===== config.mk =====
export PLATFORM = sky130hd
export DESIGN_NAME = register_window_controller_flat
export DESIGN_NICKNAME = d
export VERILOG_FILES = /design/src/rtl/register_window_controller_if.sv /design/src/rtl/register_window_controller.sv /design/src/flat_wrapper.sv
export SDC_FILE = /design/constraint.sdc
export NUM_CORES = 1
export LEC_CHECK = 0
export ABC_AREA = 0
export CORE_ASPECT_RATIO = 1.25
export CORE_MARGIN = 2
export CORE_UTILIZATION = 36
export CTS_BUF_LIST = sky130_fd_sc_hd__clkbuf_4 sky130_fd_sc_hd__clkbuf_8
export DETAILED_ROUTE_END_ITERATION = 10
export GPL_TIMING_DRIVEN = 0
export PLACE_DENSITY_LB_ADDON = 0.1
export SLEW_MARGIN = 5
export SYNTH_ARGS = -nofsm -noshare
export SYNTH_HDL_FRONTEND = slang
export SYNTH_SLANG_ARGS = --single-unit
export TNS_END_PERCENT = 30

===== constraint.sdc =====
create_clock -name Clk -period 2 [get_ports Clk]
set_clock_uncertainty 0.15 [all_clocks]
set_input_delay 0.2 -clock Clk [delete_from_list [all_inputs] [get_ports Clk]]
set_output_delay 0.2 -clock Clk [all_outputs]
set_load 0.05 [all_outputs]

===== src/rtl/register_window_controller_if.sv =====
// Bus between the register window controller, the register file and the backing-store memory.
// master: controller side; slave: control unit / register file / memory side.
interface register_window_controller_if #(
   parameter int unsigned NWIN     = 4,
   parameter int unsigned WIN_BITS = 2,
   parameter int unsigned DATA_W   = 32
);
   logic                    save;
   logic                    restore;
   logic                    wim_wr;
   logic [NWIN-1:0]         wim_in;
   logic [WIN_BITS-1:0]     cwp;
   logic [NWIN-1:0]         wim;
   logic                    busy;
   logic                    done;
   logic                    trap_ovf;
   logic                    trap_unf;
   logic [WIN_BITS-1:0]     rf_window;
   logic [4:0]              rf_pa;
   logic [DATA_W-1:0]       rf_pa_data;
   logic [4:0]              rf_pc;
   logic [DATA_W-1:0]       rf_wdata;
   logic                    rf_enable;
   logic                    rf_rw;
   logic [WIN_BITS+4-1:0]   mem_addr;
   logic [DATA_W-1:0]       mem_wdata;
   logic                    mem_wr;
   logic                    mem_rd;
   logic                    mem_ready;
   logic [DATA_W-1:0]       mem_rdata;

   modport master (
      input  save, restore, wim_wr, wim_in, rf_pa_data, mem_ready, mem_rdata,
      output cwp, wim, busy, done, trap_ovf, trap_unf, rf_window, rf_pa, rf_pc,
             rf_wdata, rf_enable, rf_rw, mem_addr, mem_wdata, mem_wr, mem_rd
   );

   modport slave (
      output save, restore, wim_wr, wim_in, rf_pa_data, mem_ready, mem_rdata,
      input  cwp, wim, busy, done, trap_ovf, trap_unf, rf_window, rf_pa, rf_pc,
             rf_wdata, rf_enable, rf_rw, mem_addr, mem_wdata, mem_wr, mem_rd
   );
endinterface


===== src/rtl/register_window_controller.sv =====
// Owns CWP/WIM for a 4-window register file; runs SAVE/RESTORE and the
// r16..r31 spill/fill sequences against the backing store on overflow/underflow.
module register_window_controller #(
   parameter int unsigned NWIN       = 4,
   parameter int unsigned WIN_BITS   = 2,
   parameter int unsigned DATA_W     = 32,
   parameter int unsigned SPILL_REGS = 16
) (
   input logic                          Clk,
   input logic                          Clr,
   register_window_controller_if.master bus
);
   localparam int unsigned IDX_W  = 4;
   localparam int unsigned ADDR_W = WIN_BITS + IDX_W;
   localparam logic [IDX_W-1:0] IDX_LAST = IDX_W'(SPILL_REGS - 1);
   localparam logic [4:0]       REG_BASE = 5'd16;
   localparam logic [NWIN-1:0]  WIM_RST  = NWIN'(2);

   typedef enum logic [2:0] {
      ST_IDLE, ST_SPILL, ST_FILL_REQ, ST_FILL_WR, ST_FINISH
   } state_e;

   state_e              state_q, state_d;
   logic [WIN_BITS-1:0] cwp_q, cwp_d;
   logic [WIN_BITS-1:0] tgt_q, tgt_d;
   logic [NWIN-1:0]     wim_q, wim_d;
   logic [IDX_W-1:0]    idx_q, idx_d;
   logic [DATA_W-1:0]   rf_wdata_q, rf_wdata_d;

   logic                ovf_q, ovf_d, unf_q, unf_d;
   logic                busy_q, busy_d, done_q, done_d;
   logic                mem_wr_q, mem_wr_d, mem_rd_q, mem_rd_d;
   logic                rf_en_q, rf_en_d;
   logic [4:0]          rf_pa_q, rf_pa_d, rf_pc_q, rf_pc_d;
   logic [ADDR_W-1:0]   mem_addr_q, mem_addr_d;
   logic [WIN_BITS-1:0] rf_window_q, rf_window_d;

   logic [WIN_BITS-1:0] save_win, rest_win;
   logic                in_xfer;

   // State, architectural registers and registered outputs
   always_ff @(posedge Clk) begin
      if (Clr) begin
         state_q     <= ST_IDLE;
         cwp_q       <= '0;
         tgt_q       <= '0;
         wim_q       <= WIM_RST;
         idx_q       <= '0;
         rf_wdata_q  <= '0;
         ovf_q       <= 1'b0;
         unf_q       <= 1'b0;
         busy_q      <= 1'b0;
         done_q      <= 1'b0;
         mem_wr_q    <= 1'b0;
         mem_rd_q    <= 1'b0;
         rf_en_q     <= 1'b0;
         rf_pa_q     <= '0;
         rf_pc_q     <= '0;
         mem_addr_q  <= '0;
         rf_window_q <= '0;
      end else begin
         state_q     <= state_d;
         cwp_q       <= cwp_d;
         tgt_q       <= tgt_d;
         wim_q       <= wim_d;
         idx_q       <= idx_d;
         rf_wdata_q  <= rf_wdata_d;
         ovf_q       <= ovf_d;
         unf_q       <= unf_d;
         busy_q      <= busy_d;
         done_q      <= done_d;
         mem_wr_q    <= mem_wr_d;
         mem_rd_q    <= mem_rd_d;
         rf_en_q     <= rf_en_d;
         rf_pa_q     <= rf_pa_d;
         rf_pc_q     <= rf_pc_d;
         mem_addr_q  <= mem_addr_d;
         rf_window_q <= rf_window_d;
      end
   end

   // Next-state logic; strobes are decoded from the next state so they register in step with it
   always_comb begin
      state_d    = state_q;
      cwp_d      = cwp_q;
      tgt_d      = tgt_q;
      wim_d      = wim_q;
      idx_d      = idx_q;
      rf_wdata_d = rf_wdata_q;
      ovf_d      = 1'b0;
      unf_d      = 1'b0;
      save_win   = cwp_q - WIN_BITS'(1);
      rest_win   = cwp_q + WIN_BITS'(1);

      unique case (state_q)
         ST_IDLE: begin
            if (bus.wim_wr) begin
               wim_d = bus.wim_in;
            end else if (bus.save && !bus.restore) begin
               if (wim_q[save_win]) begin
                  tgt_d   = save_win;
                  idx_d   = '0;
                  ovf_d   = 1'b1;
                  state_d = ST_SPILL;
               end else begin
                  cwp_d   = save_win;
                  state_d = ST_FINISH;
               end
            end else if (bus.restore && !bus.save) begin
               if (wim_q[rest_win]) begin
                  tgt_d   = rest_win;
                  idx_d   = '0;
                  unf_d   = 1'b1;
                  state_d = ST_FILL_REQ;
               end else begin
                  cwp_d   = rest_win;
                  state_d = ST_FINISH;
               end
            end
         end
         ST_SPILL: begin
            if (bus.mem_ready) begin
               idx_d = idx_q + IDX_W'(1);
               if (idx_q == IDX_LAST) begin
                  wim_d   = {wim_q[0], wim_q[NWIN-1:1]};
                  cwp_d   = tgt_q;
                  state_d = ST_FINISH;
               end
            end
         end
         ST_FILL_REQ: begin
            if (bus.mem_ready) begin
               rf_wdata_d = bus.mem_rdata;
               state_d    = ST_FILL_WR;
            end
         end
         ST_FILL_WR: begin
            idx_d = idx_q + IDX_W'(1);
            if (idx_q == IDX_LAST) begin
               wim_d   = {wim_q[NWIN-2:0], wim_q[NWIN-1]};
               cwp_d   = tgt_q;
               state_d = ST_FINISH;
            end else begin
               state_d = ST_FILL_REQ;
            end
         end
         ST_FINISH: state_d = ST_IDLE;
         default:   state_d = ST_IDLE;
      endcase

      busy_d      = (state_d != ST_IDLE);
      done_d      = (state_d == ST_FINISH);
      mem_wr_d    = (state_d == ST_SPILL);
      mem_rd_d    = (state_d == ST_FILL_REQ);
      rf_en_d     = (state_d == ST_FILL_WR);
      in_xfer     = mem_wr_d || mem_rd_d || rf_en_d;
      rf_window_d = in_xfer ? tgt_d : cwp_d;
      rf_pa_d     = mem_wr_d ? (REG_BASE + 5'(idx_d)) : 5'd0;
      rf_pc_d     = rf_en_d  ? (REG_BASE + 5'(idx_d)) : 5'd0;
      mem_addr_d  = (mem_wr_d || mem_rd_d) ? {tgt_d, idx_d} : '0;
   end

   assign bus.cwp       = cwp_q;
   assign bus.wim       = wim_q;
   assign bus.busy      = busy_q;
   assign bus.done      = done_q;
   assign bus.trap_ovf  = ovf_q;
   assign bus.trap_unf  = unf_q;
   assign bus.rf_window = rf_window_q;
   assign bus.rf_pa     = rf_pa_q;
   assign bus.rf_pc     = rf_pc_q;
   assign bus.rf_wdata  = rf_wdata_q;
   assign bus.rf_enable = rf_en_q;
   assign bus.rf_rw     = rf_en_q;
   assign bus.mem_addr  = mem_addr_q;
   assign bus.mem_wr    = mem_wr_q;
   assign bus.mem_rd    = mem_rd_q;
   // Spill data is the register file's combinational read of rf_pa
   assign bus.mem_wdata = bus.rf_pa_data;

endmodule


===== src/flat_wrapper.sv =====
// flat-port wrapper written by rule: the top's interface ports become plain ports
module register_window_controller_flat 
#(
   parameter int unsigned NWIN       = 4,
   parameter int unsigned WIN_BITS   = 2,
   parameter int unsigned DATA_W     = 32,
   parameter int unsigned SPILL_REGS = 16
)
  (Clk, Clr, bus_save, bus_restore, bus_wim_wr, bus_wim_in, bus_rf_pa_data, bus_mem_ready, bus_mem_rdata, bus_cwp, bus_wim, bus_busy, bus_done, bus_trap_ovf, bus_trap_unf, bus_rf_window, bus_rf_pa, bus_rf_pc, bus_rf_wdata, bus_rf_enable, bus_rf_rw, bus_mem_addr, bus_mem_wdata, bus_mem_wr, bus_mem_rd);
  register_window_controller_if #(.NWIN(NWIN), .WIN_BITS(WIN_BITS), .DATA_W(DATA_W)) bus_i ();
  input logic Clk;
  input logic Clr;
  input wire logic [$bits(bus_i.save)-1:0] bus_save;
  input wire logic [$bits(bus_i.restore)-1:0] bus_restore;
  input wire logic [$bits(bus_i.wim_wr)-1:0] bus_wim_wr;
  input wire logic [$bits(bus_i.wim_in)-1:0] bus_wim_in;
  input wire logic [$bits(bus_i.rf_pa_data)-1:0] bus_rf_pa_data;
  input wire logic [$bits(bus_i.mem_ready)-1:0] bus_mem_ready;
  input wire logic [$bits(bus_i.mem_rdata)-1:0] bus_mem_rdata;
  output wire logic [$bits(bus_i.cwp)-1:0] bus_cwp;
  output wire logic [$bits(bus_i.wim)-1:0] bus_wim;
  output wire logic [$bits(bus_i.busy)-1:0] bus_busy;
  output wire logic [$bits(bus_i.done)-1:0] bus_done;
  output wire logic [$bits(bus_i.trap_ovf)-1:0] bus_trap_ovf;
  output wire logic [$bits(bus_i.trap_unf)-1:0] bus_trap_unf;
  output wire logic [$bits(bus_i.rf_window)-1:0] bus_rf_window;
  output wire logic [$bits(bus_i.rf_pa)-1:0] bus_rf_pa;
  output wire logic [$bits(bus_i.rf_pc)-1:0] bus_rf_pc;
  output wire logic [$bits(bus_i.rf_wdata)-1:0] bus_rf_wdata;
  output wire logic [$bits(bus_i.rf_enable)-1:0] bus_rf_enable;
  output wire logic [$bits(bus_i.rf_rw)-1:0] bus_rf_rw;
  output wire logic [$bits(bus_i.mem_addr)-1:0] bus_mem_addr;
  output wire logic [$bits(bus_i.mem_wdata)-1:0] bus_mem_wdata;
  output wire logic [$bits(bus_i.mem_wr)-1:0] bus_mem_wr;
  output wire logic [$bits(bus_i.mem_rd)-1:0] bus_mem_rd;
  assign bus_i.save = bus_save;
  assign bus_i.restore = bus_restore;
  assign bus_i.wim_wr = bus_wim_wr;
  assign bus_i.wim_in = bus_wim_in;
  assign bus_i.rf_pa_data = bus_rf_pa_data;
  assign bus_i.mem_ready = bus_mem_ready;
  assign bus_i.mem_rdata = bus_mem_rdata;
  assign bus_cwp = bus_i.cwp;
  assign bus_wim = bus_i.wim;
  assign bus_busy = bus_i.busy;
  assign bus_done = bus_i.done;
  assign bus_trap_ovf = bus_i.trap_ovf;
  assign bus_trap_unf = bus_i.trap_unf;
  assign bus_rf_window = bus_i.rf_window;
  assign bus_rf_pa = bus_i.rf_pa;
  assign bus_rf_pc = bus_i.rf_pc;
  assign bus_rf_wdata = bus_i.rf_wdata;
  assign bus_rf_enable = bus_i.rf_enable;
  assign bus_rf_rw = bus_i.rf_rw;
  assign bus_mem_addr = bus_i.mem_addr;
  assign bus_mem_wdata = bus_i.mem_wdata;
  assign bus_mem_wr = bus_i.mem_wr;
  assign bus_mem_rd = bus_i.mem_rd;
  register_window_controller #(.NWIN(NWIN), .WIN_BITS(WIN_BITS), .DATA_W(DATA_W), .SPILL_REGS(SPILL_REGS)) u_core (.Clk(Clk), .Clr(Clr), .bus(bus_i));
endmodule

### Yosys cells after proc, flatten, opt, wreduce, memory -nomap -nowiden

Index checks and enable logic that the tools add are counted.

* $add $sub $neg: 4
* magnitude comparators: 2
* eq/ne operators: 12
* multiplexer cells: 43
* bitwise logic cells: 6
* reduce and logical (&&, ||, !) cells: 16

Operator list (count)
* $mux W4: 10
* $mux W2: 14
* $mux W3: 9
* $pmux W4 S3: 2
* $eq A3 B2 Y1 const B: 4
* $pmux W3 S4: 1
* $eq A3 B1 Y1 const B: 2
* $lt A2 B3 Y1 const B: 2
* $not A1 Y1: 6
* $pmux W2 S3: 1
* $reduce_bool A3 Y1: 2
* $reduce_or A2 Y1: 3
* $add A5 B4 Y5 const A: 1
* $reduce_and A5 Y1: 1
* $reduce_or A5 Y1: 1
* $add A4 B1 Y4 const B: 1
* $bmux W1 S2: 2
* $eq A4 B4 Y1 const B: 1
* $mux W1: 4
* $ne A2 B1 Y1 const B: 2
* $ne A2 B2 Y1 const B: 2
* $reduce_or A4 Y1: 1
* $eq A3 B3 Y1 const B: 1
* $logic_not A3 Y1: 1
* 6 further kinds: 9

* register bits after elaboration: 72
* input bits: 74
* output and inout port bits: 96
* logic and storage cells: 100

### Depth between registers and ports, before layout

Gate-level depths: netlist (run 1).

* depth in word-level cells: 12
* mapped depth: 7
* depth with buffers taken out: 6

### Worst setup path before layout (run 1)

Ideal clock, no wire load.

* path kind: reg-to-reg
* start: reg u_core.cwp_q[0], in the netlist u_core.bus.cwp[0]
* end: reg u_core.rf_window_q[1], in the netlist u_core.bus.rf_window[1]
* setup time: 134 ps
* arrival: 2128 ps
* required time: 1716 ps
* path slack: -412 ps
* cell stages (with the launch flop): 7
* cells stage by stage: dfxtp_1 buf_6 mux4_2 a32oi_2 o221ai_2 a2111oi_2 a211oi_1

* word-level cells in the longest chain between the ends: 12
* elaborated cells on any way between the ends: 30
* those cells by class: add/sub: 2; eq/ne: 3; mux: 23; reduce/logical: 2

Ends and longest elaborated chain
* start: declaration: RTL line register_window_controller.sv:24 `logic [WIN_BITS-1:0] cwp_q, cwp_d;`
* start signal: assignment: RTL line register_window_controller.sv:63 `cwp_q <= cwp_d;`
* $add A2 B1 Y2: RTL line register_window_controller.sv:93 `rest_win = cwp_q + WIN_BITS'(1);`
* $bmux W1 S2: RTL line register_window_controller.sv:110 `if (wim_q[rest_win]) begin`
* $mux W1 (implied by the code): RTL line register_window_controller.sv:110
* $mux W3: RTL line register_window_controller.sv:110
* $mux W3: RTL line register_window_controller.sv:109 `end else if (bus.restore && !bus.save) begin`
* $mux W3: RTL line register_window_controller.sv:99 `end else if (bus.save && !bus.restore) begin`
* $mux W3: RTL line register_window_controller.sv:97 `if (bus.wim_wr) begin`
* $pmux W3 S4: RTL line register_window_controller.sv:95 `unique case (state_q)`
* $eq A3 B1 Y1 / $eq A3 B2 Y1 (equally long branches): RTL line register_window_controller.sv:153, register_window_controller.sv:154
* $logic_or A1 B1 Y1 (2 in a row): RTL line register_window_controller.sv:156 `in_xfer = mem_wr_d || mem_rd_d || rf_en_d;`
* $mux W2 (*): RTL line register_window_controller.sv:157 `rf_window_d = in_xfer ? tgt_d : cwp_d;`
* end signal: assignment: RTL line register_window_controller.sv:78 `rf_window_q <= rf_window_d;`
* end: declaration: RTL line register_window_controller.sv:36 `logic [WIN_BITS-1:0] rf_window_q, rf_window_d;`

Every way passes the cells marked *; elsewhere a longest branch is shown, timed or not. The select of a mux whose other input is x is not followed.
A chain may end at the register's enable or synchronous reset.

### Worst setup path after layout (run 1)

* start: reg u_core.cwp_q[0], in the netlist u_core.bus.cwp[0]
* end: reg u_core.rf_window_q[0], in the netlist u_core.bus.rf_window[0]

The elaborated chain is that of the path after synthesis.

==> results.py, run 1 <==
metrics = {
    "grt": {
        "grt_overflow": 0,
        "grt_pass1_vias": 3033,
        "grt_max_degree": 14,
        "antenna_found_initial": 0,
        "grt_use_total": 0.1900,
        "grt_pass1_wl_um": 14230,
    },
    "power_and_ir_drop": {
        "pwr-share-clk": 0.204,
        "power.share.sequential": 0.308,
        "p_int_mw": 3.393,
        "switchingPower_mw": 2.383,
        "leakage_nw": 1.956,
        "sw_frac_of_total": 0.4126,
        "irDropWorstVdd_uv": 491.7,
        "power_frac_comb": 0.488,
        "p_per_area_nw_per_um2": 1084,
    },
    "sta": {
        "finalHoldViolCount": 0,
        "period_needed_ns": 2.129,
        "relSlewSlack": 0.6411,
        "tightest_slew_ns": 0.5367,
        "finalSetupViolCount": 12,
        "drv_slew": 0,
        "rsz0062_at_grt": "true",
        "min_period_over_period": 1.065,
        "max_freq_mhz": 469.7,
        "layout_setup_ws_ns": -0.1291,
        "setup_tns_ns": -0.5684,
    },
    "cts": {
        "cts_buffers": 9,
        "htreeDepth": 3,
        "cts.sinks": 72,
        "cts_hold_buf": 0,
        "cts_root_buf": "clkbuf_8",
        "cts_buffer_depth": 2,
        "clkLatencyLatePin_ns": 0.35,
        "clk_pin_slew_ns": 0.08,
        "cts_tree": "yes",
    },
    "final_layout": {
        "syn2layout_area_growth_pct": 68.74,
        "fin_area_um2": 5329,
        "num_antenna_cells": 0,
        "fin_nets": 608,
        "drive_gt1_frac": 0.2323,
    },
    "logic_synthesis": {
        "synth.most_common_cell": "nand2_1",
        "ys_seq_area_frac": 0.4564,
        "yosysTopAreaCellShare": 0.4564,
        "syn_nets": 445,
        "synth_cell_types": 55,
        "synth_area_leaders": "dfxtp_1 46%, nand2_1 9.5%, buf_4 7.8%",
        "syn_area_um2": 3158,
        "synth_top_area_cell": "dfxtp_1",
        "synthTopCellsByCount": "80 x nand2_1, 72 x dfxtp_1, 37 x a21oi_1",
        "avgSynthCellArea_um2": 8.535,
        "synth_edf_count": 0,
        "ys_seq_elements": 72,
        "synth_flop_cell": "dfxtp_1",
        "yosys_warnings": 0,
        "async_reset_ff_frac": 0,
        "syn_inst": 370,
    },
    "die": {
        "io_pins": 170,
        "rows": 38,
        "dieHeight_um": 108.7,
        "die-area_um2": 9542,
        "start_util": 0.3670,
        "core_area_um2": 8606,
        "dieWidth_um": 87.77,
    },
    "setup_path": {
        "reg2reg_depth": 6,
        "path_delay_family": "multiplexers",
        "critPathMaxStageDelay_ns": 0.57,
        "path_max_fanout": 5,
        "endpoint_kind": "register",
        "crit_type": "reg -> reg",
        "cp-start-kind": "register",
        "required_ns": 2.07,
        "worst-path-buf-inv": 1,
        "cp.arrival_ns": 2.20,
        "cp.depth": 6,
        "worstPathCellList": "mux4_2 > buf_6 > and2_4 > o21ai_4 > mux2i_2 > o22ai_1",
        "critical-path-slowest-cell": "mux4_2",
    },
    "route": {
        "antenna_left": 0,
        "first_pass_iters": 4,
        "routedWlPerCell_um": 14.15,
        "drt_iter0_markers": 233,
        "vias": 3194,
        "routed_wl_um": 9312,
        "drt_drc_violations_left": 0,
        "avgViaCountPerCell": 4.854,
    },
    "placement": {
        "place_area_um2": 4696,
        "hpwl_um": 6543,
        "place_ws_ns": -0.6477,
        "gp_congestion": 0.8473,
        "portBuffers": 137,
    },
    "job": {
        "maxCapViolCount": 0,
    },
    "hold_path": {
        "hold_class": "in -> reg",
        "worstHoldPathCells": 3,
    },
    "run_status": {
        "outcome": "finished with violations",
        "violations": "negative setup slack",
    },
}
worst register-to-register path, cell delays in order (launching register included):
cell and delay (ns):
dfxtp_4 0.37, mux4_2 0.57, buf_6 0.15, and2_4 0.18, o21ai_4 0.16, mux2i_2 0.30
o22ai_1 0.12
final timing paths:
| kind | end | from | slack, ns |
|---|---|---|---|
| worst max register to register | u_core.bus.rf_window[0] | u_core.bus.cwp[0] | -0.13 |
| worst max-delay path | u_core.bus.rf_window[0] | u_core.bus.cwp[0] | -0.13 |
| worst min-delay path | u_core.bus.rf_wdata[30] | bus_mem_rdata[30] | 0.24 |
| worst min register to register | u_core.bus.rf_wdata[31] | u_core.bus.rf_wdata[31] | 0.30 |
metrics by stage:
stage | power (mW) | hold slack, ns | instances | util
2_1_floorplan | 3.295 | 0.1339 | 370 | -
3_3_place_gp | 3.942 | 0.2901 | 627 | 0.5457
3_5_place_dp | 3.961 | 0.2962 | 627 | 0.5457
4_1_cts | 5.595 | 0.2257 | 653 | 0.6019
5_1_grt | 6.030 | 0.2367 | 658 | 0.6192
6_report | 5.776 | 0.2417 | 658 | 0.6192
routing by layer:
layer | global-route usage | routed length (um)
met1 | 0.2216 | 3661
met2 | 0.3111 | 4641
met3 | 0.06662 | 798
met4 | 0.08571 | 210
met5 | 0 | 0
sequential cells by signal (all words and copies together) (netlist names):
register and count:
u_core.state_q 3, u_core.bus.rf_pa 5, u_core.bus.cwp 2, u_core.bus.trap_unf 1, u_core.bus.done 1, u_core.bus.busy 1
u_core.bus.rf_wdata 32, u_core.idx_q 4, u_core.tgt_q 2, u_core.bus.mem_wr 1, u_core.bus.wim 4, u_core.bus.rf_enable 1
u_core.bus.mem_rd 1, u_core.bus.rf_pc 5, u_core.bus.trap_ovf 1, u_core.bus.rf_window 2, u_core.bus.mem_addr 6
placed cells by master, fill, tap and decap left out, drive strengths merged, types with 3 or more instances in the layout:
cell type and count:
a211oi 5, a21oi 37, a31oi 3, and2 4, and3 3, buf 52, clkbuf 25, clkdlybuf4s50 134
dfxtp 72, inv 12, mux2i 8, nand2 80, nand3 5, nand3b 3, nor2 20, nor2b 4
nor3 13, nor3b 3, nor4 4, o2111ai 5, o21ai 4, o22ai 3
layout make-up:
cell class / count / area (um^2)
plain buffers: 51 / 340.3
clock buffers: 10 / 137.6
multi-input cells: 235 / 1608
well taps: 120 / 150.1
fillers: 753 / 3277
repair buffers: 153 / 1523
inverters: 11 / 41.29
flip-flops and latches: 72 / 1461
clock inverters: 6 / 67.56
power by group through the flow:
stage / Clock [mW] / Sequential, mW / Combinational, mW
global placement: 0 / 1.77 / 2.17
detailed placement: 0 / 1.77 / 2.19
finish: 1.18 / 1.78 / 2.82
floorplan: 0 / 2.19 / 1.10
CTS: 1.20 / 1.77 / 2.63
global route: 1.26 / 1.80 / 2.98
kinds of logic (layout without fill, tap and decap cells):
kind of cell               count (synthesis)  count (layout)  synth area share
adders and majority gates                  1               1          0.003961
buffers and inverters                     63             231            0.1177
DFF                                       72              72            0.4564
AOI/OAI and AO/OA                         76              76            0.1656
muxes                                      9               9           0.03249
xor gates and xnor gates                   1               1          0.002774
and+or+nand+nor                          148             148            0.2211
repair_timing:
action / CTS / global route
pin swaps: 4 / 9
setup endpoints to repair: 67 / 66
gates resized for setup: 47 / 31
setup buffers: 11 / 5
Power figures use the tool's default switching activity.
==> run 2: changes to the inputs <==
- PLACE_DENSITY: default -> 0.74
- PLACE_DENSITY_LB_ADDON: 0.1 -> default
- SKIP_LAST_GASP: default -> 1
==> results.py, run 2 (synthesis results as in run 1) <==
metrics = {
    "grt": {
        "antenna_found_initial": 0,
        "grt_pass1_wl_um": 14650,
        "grt_max_degree": 12,
        "grt_use_total": 0.1988,
        "grt_overflow": 0,
        "grt_pass1_vias": 3152,
    },
    "cts": {
        "cts.sinks": 72,
        "clk_pin_slew_ns": 0.08,
        "clkLatencyLatePin_ns": 0.35,
        "cts_buffer_depth": 2,
        "cts_buffers": 9,
        "cts_root_buf": "clkbuf_8",
        "htreeDepth": 3,
        "cts_tree": "yes",
    },
    "power_and_ir_drop": {
        "switchingPower_mw": 2.354,
        "pwr-share-clk": 0.185,
        "sw_frac_of_total": 0.4138,
        "power_frac_comb": 0.502,
        "power.share.sequential": 0.313,
        "p_int_mw": 3.334,
        "irDropWorstVdd_uv": 412.3,
        "p_per_area_nw_per_um2": 1084,
        "leakage_nw": 1.922,
    },
    "final_layout": {
        "layout_commonest_cell": "clkdlybuf4s50_1",
        "layout.cells.non_filler": 657,
        "layout_common_cells": "136 x clkdlybuf4s50_1, 78 x nand2_1, 64 x dfxtp_1",
        "fin_nets": 607,
        "drive_gt1_frac": 0.2216,
        "syn2layout_area_growth_pct": 66.09,
        "largest_reg_flops": 32,
        "fillers": 744,
        "num_antenna_cells": 0,
    },
    "route": {
        "vias": 3247,
        "first_pass_iters": 4,
        "drt_drc_violations_left": 0,
        "routedWlPerCell_um": 14.52,
        "routed_wl_um": 9541,
        "avgViaCountPerCell": 4.942,
        "drt_iter0_markers": 192,
        "antenna_left": 0,
    },
    "sta": {
        "relSlewSlack": 0.6416,
        "rsz0062_at_grt": "true",
        "tightest_slew_ns": 0.5359,
        "finalSetupViolCount": 14,
        "period_needed_ns": 2.098,
        "hold-worst-slack_ns": 0.2421,
        "finalHoldViolCount": 0,
        "min_period_over_period": 1.049,
        "drv_slew": 0,
        "max_freq_mhz": 476.5,
        "layout_setup_ws_ns": -0.09848,
    },
    "placement": {
        "place_inst": 627,
        "portBuffers": 137,
        "gp_congestion": 0.8644,
        "hpwl_um": 6778,
    },
    "job": {
        "maxCapViolCount": 0,
    },
    "setup_path": {
        "crit_type": "reg -> reg",
        "path_max_fanout": 5,
        "endpoint_kind": "register",
        "required_ns": 2.08,
        "cp.arrival_ns": 2.18,
        "cp-start-kind": "register",
    },
    "run_status": {
        "violations": "negative setup slack",
        "outcome": "finished with violations",
    },
    "die": {
        "io_pins": 170,
        "die-area_um2": 9542,
        "start_util": 0.3670,
        "core_area_um2": 8606,
        "dieHeight_um": 108.7,
        "rows": 38,
        "dieWidth_um": 87.77,
    },
    "hold_path": {
        "hold_class": "in -> reg",
    },
}
## run 2: changes by cell type in the layout (fill, tap and decap cells not counted), sizes merged
cell / previous run / this run
dlymetal6s2s: 2 / 1
dlygate4sd2: 1 / 0
clkinvlp: 2 / 0
clkbuf: 25 / 29
buf: 52 / 50
clkdlybuf4s50: 134 / 136
bufinv: 1 / 0
## run 2: repair_timing
action	in CTS	in global routing
hold buffers	0	0
hold endpoints to repair	0	0
buffers inserted	12	3
pin swaps	10	4
gates resized for setup	37	24
setup endpoints to repair	68	68
## run 2: path summary, 6_finish.rpt
kind	cells past startpoint	to	startpoint	slack (ns)
setup reg to reg	6	u_core.bus.rf_window[0]	u_core.bus.cwp[0]	-0.1
hold reg to reg	2	u_core.bus.rf_wdata[0]	u_core.bus.rf_wdata[0]	0.30
setup / recovery	6	u_core.bus.rf_window[0]	u_core.bus.cwp[0]	-0.1
hold / removal	3	u_core.bus.rf_wdata[0]	bus_mem_rdata[0]	0.24
## run 2: power by group through the flow
stage / clock network, mW / registers (mW) / logic, mW
after floorplan: 0 / 2.19 / 1.10
after global placement: 0 / 1.77 / 2.17
after detailed placement: 0 / 1.77 / 2.19
after CTS: 1.08 / 1.76 / 2.60
after global routing: 1.15 / 1.80 / 3.03
final: 1.05 / 1.78 / 2.86
## run 2: critical path, stage by stage, from the launching register on
cell     delay [ns]
dfxtp_4        0.37
mux4_2         0.56
buf_6          0.15
and2_4         0.17
o21ai_4        0.18
mux2i_4        0.30
o22ai_1        0.09
## run 2: per-layer routing
layer	up-vias	GRT usage	part of all wire
met5	-	0	0
met4	0	0.1033	0.019
met3	12	0.05905	0.068
met2	122	0.3360	0.53
met1	1544	0.2237	0.39
li1	1569	-	-
## run 2: final cells by class
type | instances | area (um^2) | area share
multi-input cells | 235 | 1582 | 0.3015
clock inverters | 3 | 16.27 | 0.003101
plain buffers | 51 | 335.3 | 0.06393
inverters | 11 | 41.29 | 0.007872
flip-flops and latches | 72 | 1454 | 0.2772
repair buffers | 152 | 1506 | 0.2872
well taps | 120 | 150.1 | 0.02863
clock buffers | 13 | 160.2 | 0.03053
## run 2: stage by stage
step	area (um^2)	TNS, ns	setup slack (ns)	utilization	total power [mW]
after CTS	5122	-1.258	-0.09776	0.5952	5.445
after global placement	4696	-16.09	-0.6360	0.5457	3.938
final	5245	-0.6912	-0.09848	0.6095	5.687
after global routing	5245	-3.880	-0.1400	0.6095	5.968
after floorplan	3174	-1.203	-0.1317	-	3.295
after detailed placement	4696	-18.39	-0.6678	0.5457	3.964
==> edit 1: new RTL, flow settings as in run 1 <==
`DATA_W` is set to 32 in 3 places; all go to 64.
--- a/src/rtl/register_window_controller_if.sv
+++ b/src/rtl/register_window_controller_if.sv
@@ -4,5 +4,5 @@
    parameter int unsigned NWIN     = 4,
    parameter int unsigned WIN_BITS = 2,
-   parameter int unsigned DATA_W   = 32
+   parameter int unsigned DATA_W   = 64
 );
    logic                    save;
--- a/src/rtl/register_window_controller.sv
+++ b/src/rtl/register_window_controller.sv
@@ -4,5 +4,5 @@
    parameter int unsigned NWIN       = 4,
    parameter int unsigned WIN_BITS   = 2,
-   parameter int unsigned DATA_W     = 32,
+   parameter int unsigned DATA_W     = 64,
    parameter int unsigned SPILL_REGS = 16
 ) (
--- a/src/flat_wrapper.sv
+++ b/src/flat_wrapper.sv
@@ -4,5 +4,5 @@
    parameter int unsigned NWIN       = 4,
    parameter int unsigned WIN_BITS   = 2,
-   parameter int unsigned DATA_W     = 32,
+   parameter int unsigned DATA_W     = 64,
    parameter int unsigned SPILL_REGS = 16
 )
Interface: changed (resized bus_mem_rdata, bus_mem_wdata, bus_rf_pa_data and bus_rf_wdata); port bits go from 170 to 298. The function was not compared with the original's and may differ.
==> edit 1 against run 1 <==
The run still ends with setup timing left. Sequential cell count grew 32. Area after synthesis increased by 43%. Via count is 43% higher. Total power shrank 7.2%. Design area is 42% higher. Sequential power up 25%. Worst setup slack improved by 85 ps. Synthesized cell count up 47%. Routed wire length rose by 53%. Critical path type unchanged. Largest power group is now registers. Highest routed layer unchanged.
==> edit 1: results <==
metrics = {
    "synthesis": {
        "synth_top_cells_by_area": "dfxtp_1 46%, nand2_1 12%, buf_4 11%, a21oi_1 7.6%, nor2_1 2.6%",
        "syn_nets": 682,
        "seq_area_frac_synth": 0.460,
        "ys_top_cells_by_count": "144 x nand2_1, 104 x dfxtp_1, 69 x a21oi_1",
        "synth_cell_types": 58,
    },
    "power": {
        "leakage_uw": 0.00288,
        "ir_worst_vdd_uv": 467,
    },
    "drt": {
        "firstDrtPassIters": 4,
        "wire_per_inst_um": 14.8,
        "vias_per_cell": 4.73,
        "dr.first_iter.drc_count": 144,
    },
    "critical_path": {
        "setup.worst_path.class": "reg -> reg",
        "worst-path-max-fanout": 6,
        "rr_worst_depth": 7,
        "endpoint": "u_core.bus.rf_window[1]$_SDFF_PP0_",
        "cp.arrival_ps": 2170,
        "r2r-start": "u_core.bus.wim[2]$_SDFFE_PP0P_",
    },
    "layout": {
        "diodes": 0,
        "drive_above_1_share": 0.200,
        "nets": 934,
        "largest_reg_flops": 64,
        "fill_cells": 1110,
    },
    "outcome": {
        "status": "finished, violations left",
        "violations": "setup timing",
    },
    "timing": {
        "fin_tns_setup_ps": -44.5,
        "worst_slack_ps": -44.5,
        "worstMarginPinSlew_ps": 582,
        "finalSetupViolCount": 1,
    },
    "placed_design": {
        "gp_congestion": 0.828,
        "io_buffer_count": 233,
        "dpl.hpwl_um": 11000,
    },
    "global_routing": {
        "grt_max_degree": 17,
        "grt_pass1_wl_um": 20900,
        "grt_usage": 0.194,
        "first_global_vias": 4232,
    },
    "clocking": {
        "htree_num_levels": 3,
        "clk_pin_slew_ps": 100,
        "clock_latency_ps": 370,
    },
    "hold_path": {
        "hp-start": "bus_mem_rdata[49]",
    },
}
edit 1: changes by cell type in the layout (fill, tap and decap cells not counted), moves of 8 or more:
cell,run 1,this run
a21oi_1,36,67
buf_4,46,78
clkdlybuf4s50_1,134,229
dfxtp_1,64,97
nand2_1,76,142
nor2_1,19,29
nor3_1,11,3
edit 1: timing repair:
| action | in CTS | in global routing |
|---|---|---|
| cloned | 0 | 1 |
| setup buffers | 0 | 7 |
| setup endpoints to repair | 29 | 97 |
| resized for setup | 13 | 45 |
| pin swaps | 0 | 8 |
edit 1: routing by layer:
metal | wire length [um] | global-route usage | part of all wire
met2 | 7670 | 0.373 | 0.54
met3 | 953 | 0.0412 | 0.067
met4 | 216 | 0.0660 | 0.015
met1 | 5410 | 0.212 | 0.38
met5 | 0 | 0 | 0
edit 1: worst min-delay path by stage:
stage	end	slack, ps	cells after the start
2_1_floorplan	u_core.state_q[2]$_SDFF_PP0_	130	1
6_report	u_core.bus.rf_wdata[49]$_SDFFE_PP0P_	220	3
4_1_cts	u_core.bus.rf_wdata[49]$_SDFFE_PP0P_	200	3
3_3_place_gp	u_core.bus.rf_wdata[46]$_SDFFE_PP0P_	290	2
3_5_place_dp	u_core.bus.rf_wdata[50]$_SDFFE_PP0P_	300	2
5_1_grt	u_core.bus.rf_wdata[38]$_SDFFE_PP0P_	230	3
edit 1: through the flow:
stage	area (sq um)	worst slack [ps]	cells	utilization
after floorplan	4540	12.9	543	-
after global placement	7080	-309	940	0.579
after detailed placement	7080	-320	940	0.579
after CTS	7350	-56.2	956	0.602
after global routing	7570	-96.1	964	0.620
final	7570	-44.5	964	0.620
edit 1: layout make-up:
| class | instances | area share |
|---|---|---|
| flip-flops and latches | 104 | 0.277 |
| multi-input cells | 335 | 0.253 |
| well taps | 164 | 0.0271 |
| repair buffers | 241 | 0.318 |
| inverters | 7 | 0.00347 |
| clock inverters | 4 | 0.00992 |
| plain buffers | 97 | 0.0906 |
| clock buffers | 12 | 0.0210 |
edit 1: kinds of logic (layout without fill, tap and decap cells):
| logic type | Yosys count | count (layout) | synth area share |
|---|---|---|---|
| buffers and inverters | 104 | 361 | 0.151 |
| AO/OA/AOI/OAI | 105 | 105 | 0.145 |
| multiplexers | 12 | 12 | 0.0329 |
| AND/OR/NAND/NOR | 216 | 216 | 0.207 |
| adder cells (fa/ha/maj) | 1 | 1 | 0.00276 |
| XOR/XNOR | 1 | 1 | 0.00193 |
| flip-flops | 104 | 104 | 0.460 |
edit 1: report_power, final:
part / internal [uW] / switching (uW)
sequential: 2150 / 61.1
combinational: 703 / 940
clock: 791 / 712
total: 3650 / 1710
edit 1: critical path: stages, from the launching register on:
cell and delay [ps]:
dfxtp_2 340, buf_6 120, mux4_2 490, nand2_4 120
a2bb2oi_4 230, nor2b_4 220, nor2_1 60, a22o_1 210
==> edit 2: new RTL, flow settings as in run 1 <==
Made on the original files. Encoding of `state_e`: now Gray code (3 bits for 5 states).
--- a/src/rtl/register_window_controller.sv
+++ b/src/rtl/register_window_controller.sv
@@ -18,5 +18,5 @@
 
    typedef enum logic [2:0] {
-      ST_IDLE, ST_SPILL, ST_FILL_REQ, ST_FILL_WR, ST_FINISH
+      ST_IDLE = 3'b000, ST_SPILL = 3'b001, ST_FILL_REQ = 3'b011, ST_FILL_WR = 3'b010, ST_FINISH = 3'b110
    } state_e;
 
Check against the original RTL: no difference found for any inputs over 4 cycles, from zero or initial values; so few cycles prove little.
==> edit 2 against run 1 <==
The flow still finishes with violations (setup timing). Design area up 2.1%. Sequential cell count unchanged. Non-clock buffer count up 12. Sequential share of layout area down 0.62 points. Count of clock-buffer cells in the layout unchanged. Worst setup slack worse by 53 ps. Total power down 24%. Die area up 3.6%. Area after synthesis up 3.8%. Routed wire length up 3.9%.
==> edit 2: results <==
metrics = {
    "outcome": {
        "violations": "setup timing",
        "status": "finished, violations left",
    },
    "layout": {
        "num-nonclk-inverters": 7,
        "drive_above_1_share": 0.268,
        "bufAreaShareNonClock": 0.355,
        "multi_input_comb_cells": 248,
        "n_all_buffers": 216,
        "nets": 629,
    },
    "synthesis": {
        "syn_avg_cell_area_sq_um": 8.58,
        "synth_fa_ha_area_frac": 0.00382,
        "seq_area_frac_synth": 0.440,
        "synth_cell_types": 59,
        "syn_nets": 457,
        "synth_xor_area_frac": 0.00267,
        "yosys_warnings": 0,
    },
    "power": {
        "leakage_uw": 0.00198,
        "ir_worst_vdd_uv": 358,
        "p_per_area_nw_per_um2": 808,
    },
    "global_routing": {
        "grt_usage": 0.195,
        "first_global_vias": 3209,
        "grtUsageMet1": 0.212,
        "grt_pass1_wl_um": 15200,
        "grt_use_met3": 0.0752,
    },
    "clocking": {
        "post_cts.repair.setup_buffers": 21,
    },
    "floorplanning": {
        "core-area_sq_um": 8750,
    },
    "placed_design": {
        "placed_cells": 638,
        "dpl.hpwl_um": 6920,
        "io_buffer_count": 136,
        "gp_congestion": 0.829,
        "dpl_worst_slack_ps": -730,
    },
    "drt": {
        "wl_met3_um": 848,
        "dr.first_iter.drc_count": 190,
        "wl_met1_um": 3740,
        "drt-total-wl_um": 9680,
        "wire_per_inst_um": 14.2,
        "firstDrtPassIters": 5,
        "vias_per_cell": 4.87,
    },
    "timing": {
        "finalSetupViolCount": 47,
        "worstMarginPinSlew_ps": 583,
        "fin_tns_setup_ps": -2350,
        "worst_slack_ps": -182,
    },
    "critical_path": {
        "cp.arrival_ps": 2280,
        "worst-path-max-fanout": 6,
        "endpoint": "u_core.bus.rf_window[1]$_SDFF_PP0_",
    },
}
==> edit 2: cell count changes in the layout (fill, tap and decap cells not counted), sizes merged, moves of 6 or more <==
cell          run 1  this run
buf              52        66
a21oi            37        47
o21ai             4        13
nor3             13         5
and2              4        11
nor2             20        13
inv              12         6
==> edit 2: how the worst min path moves through the flow <==
| stage | from | endpoint | slack (ps) | depth (start not counted) |
|---|---|---|---|---|
| final | Clr | u_core.idx_q[0]$_SDFF_PP0_ | 70 | 2 |
| after global routing | Clr | u_core.idx_q[0]$_SDFF_PP0_ | 90 | 2 |
| after CTS | Clr | u_core.idx_q[0]$_SDFF_PP0_ | 80 | 2 |
| after detailed placement | u_core.bus.rf_wdata[25]$_SDFFE_PP0P_ | u_core.bus.rf_wdata[25]$_SDFFE_PP0P_ | 300 | 2 |
| after global placement | u_core.bus.rf_wdata[17]$_SDFFE_PP0P_ | u_core.bus.rf_wdata[17]$_SDFFE_PP0P_ | 290 | 2 |
| after floorplan | bus_mem_rdata[0] | u_core.bus.rf_wdata[0]$_SDFFE_PP0P_ | 190 | 2 |
==> edit 2: worst max-delay path, stage by stage (launching register included) <==
cell and delay, ps:
dfxtp_4 380, mux4_2 530, and3_4 200, a31oi_4 290, a2111oi_4 150, o21a_1 200, a211oi_2 180
==> edit 2: where the power goes <==
part	switching [uW]	internal (uW)	total, uW
clock	570	470	1040
sequential	88.8	1530	1620
combinational	995	741	1740
==> edit 2: cells by family after synthesis <==
| family | count (synthesis) |
|---|---|
| multiplexers | 7 |
| adder cells (fa/ha/maj) | 1 |
| AO/OA/AOI/OAI | 101 |
| buffers and inverters | 62 |
| flip-flops | 72 |
| XOR/XNOR | 1 |
| AND/OR/NAND/NOR | 138 |
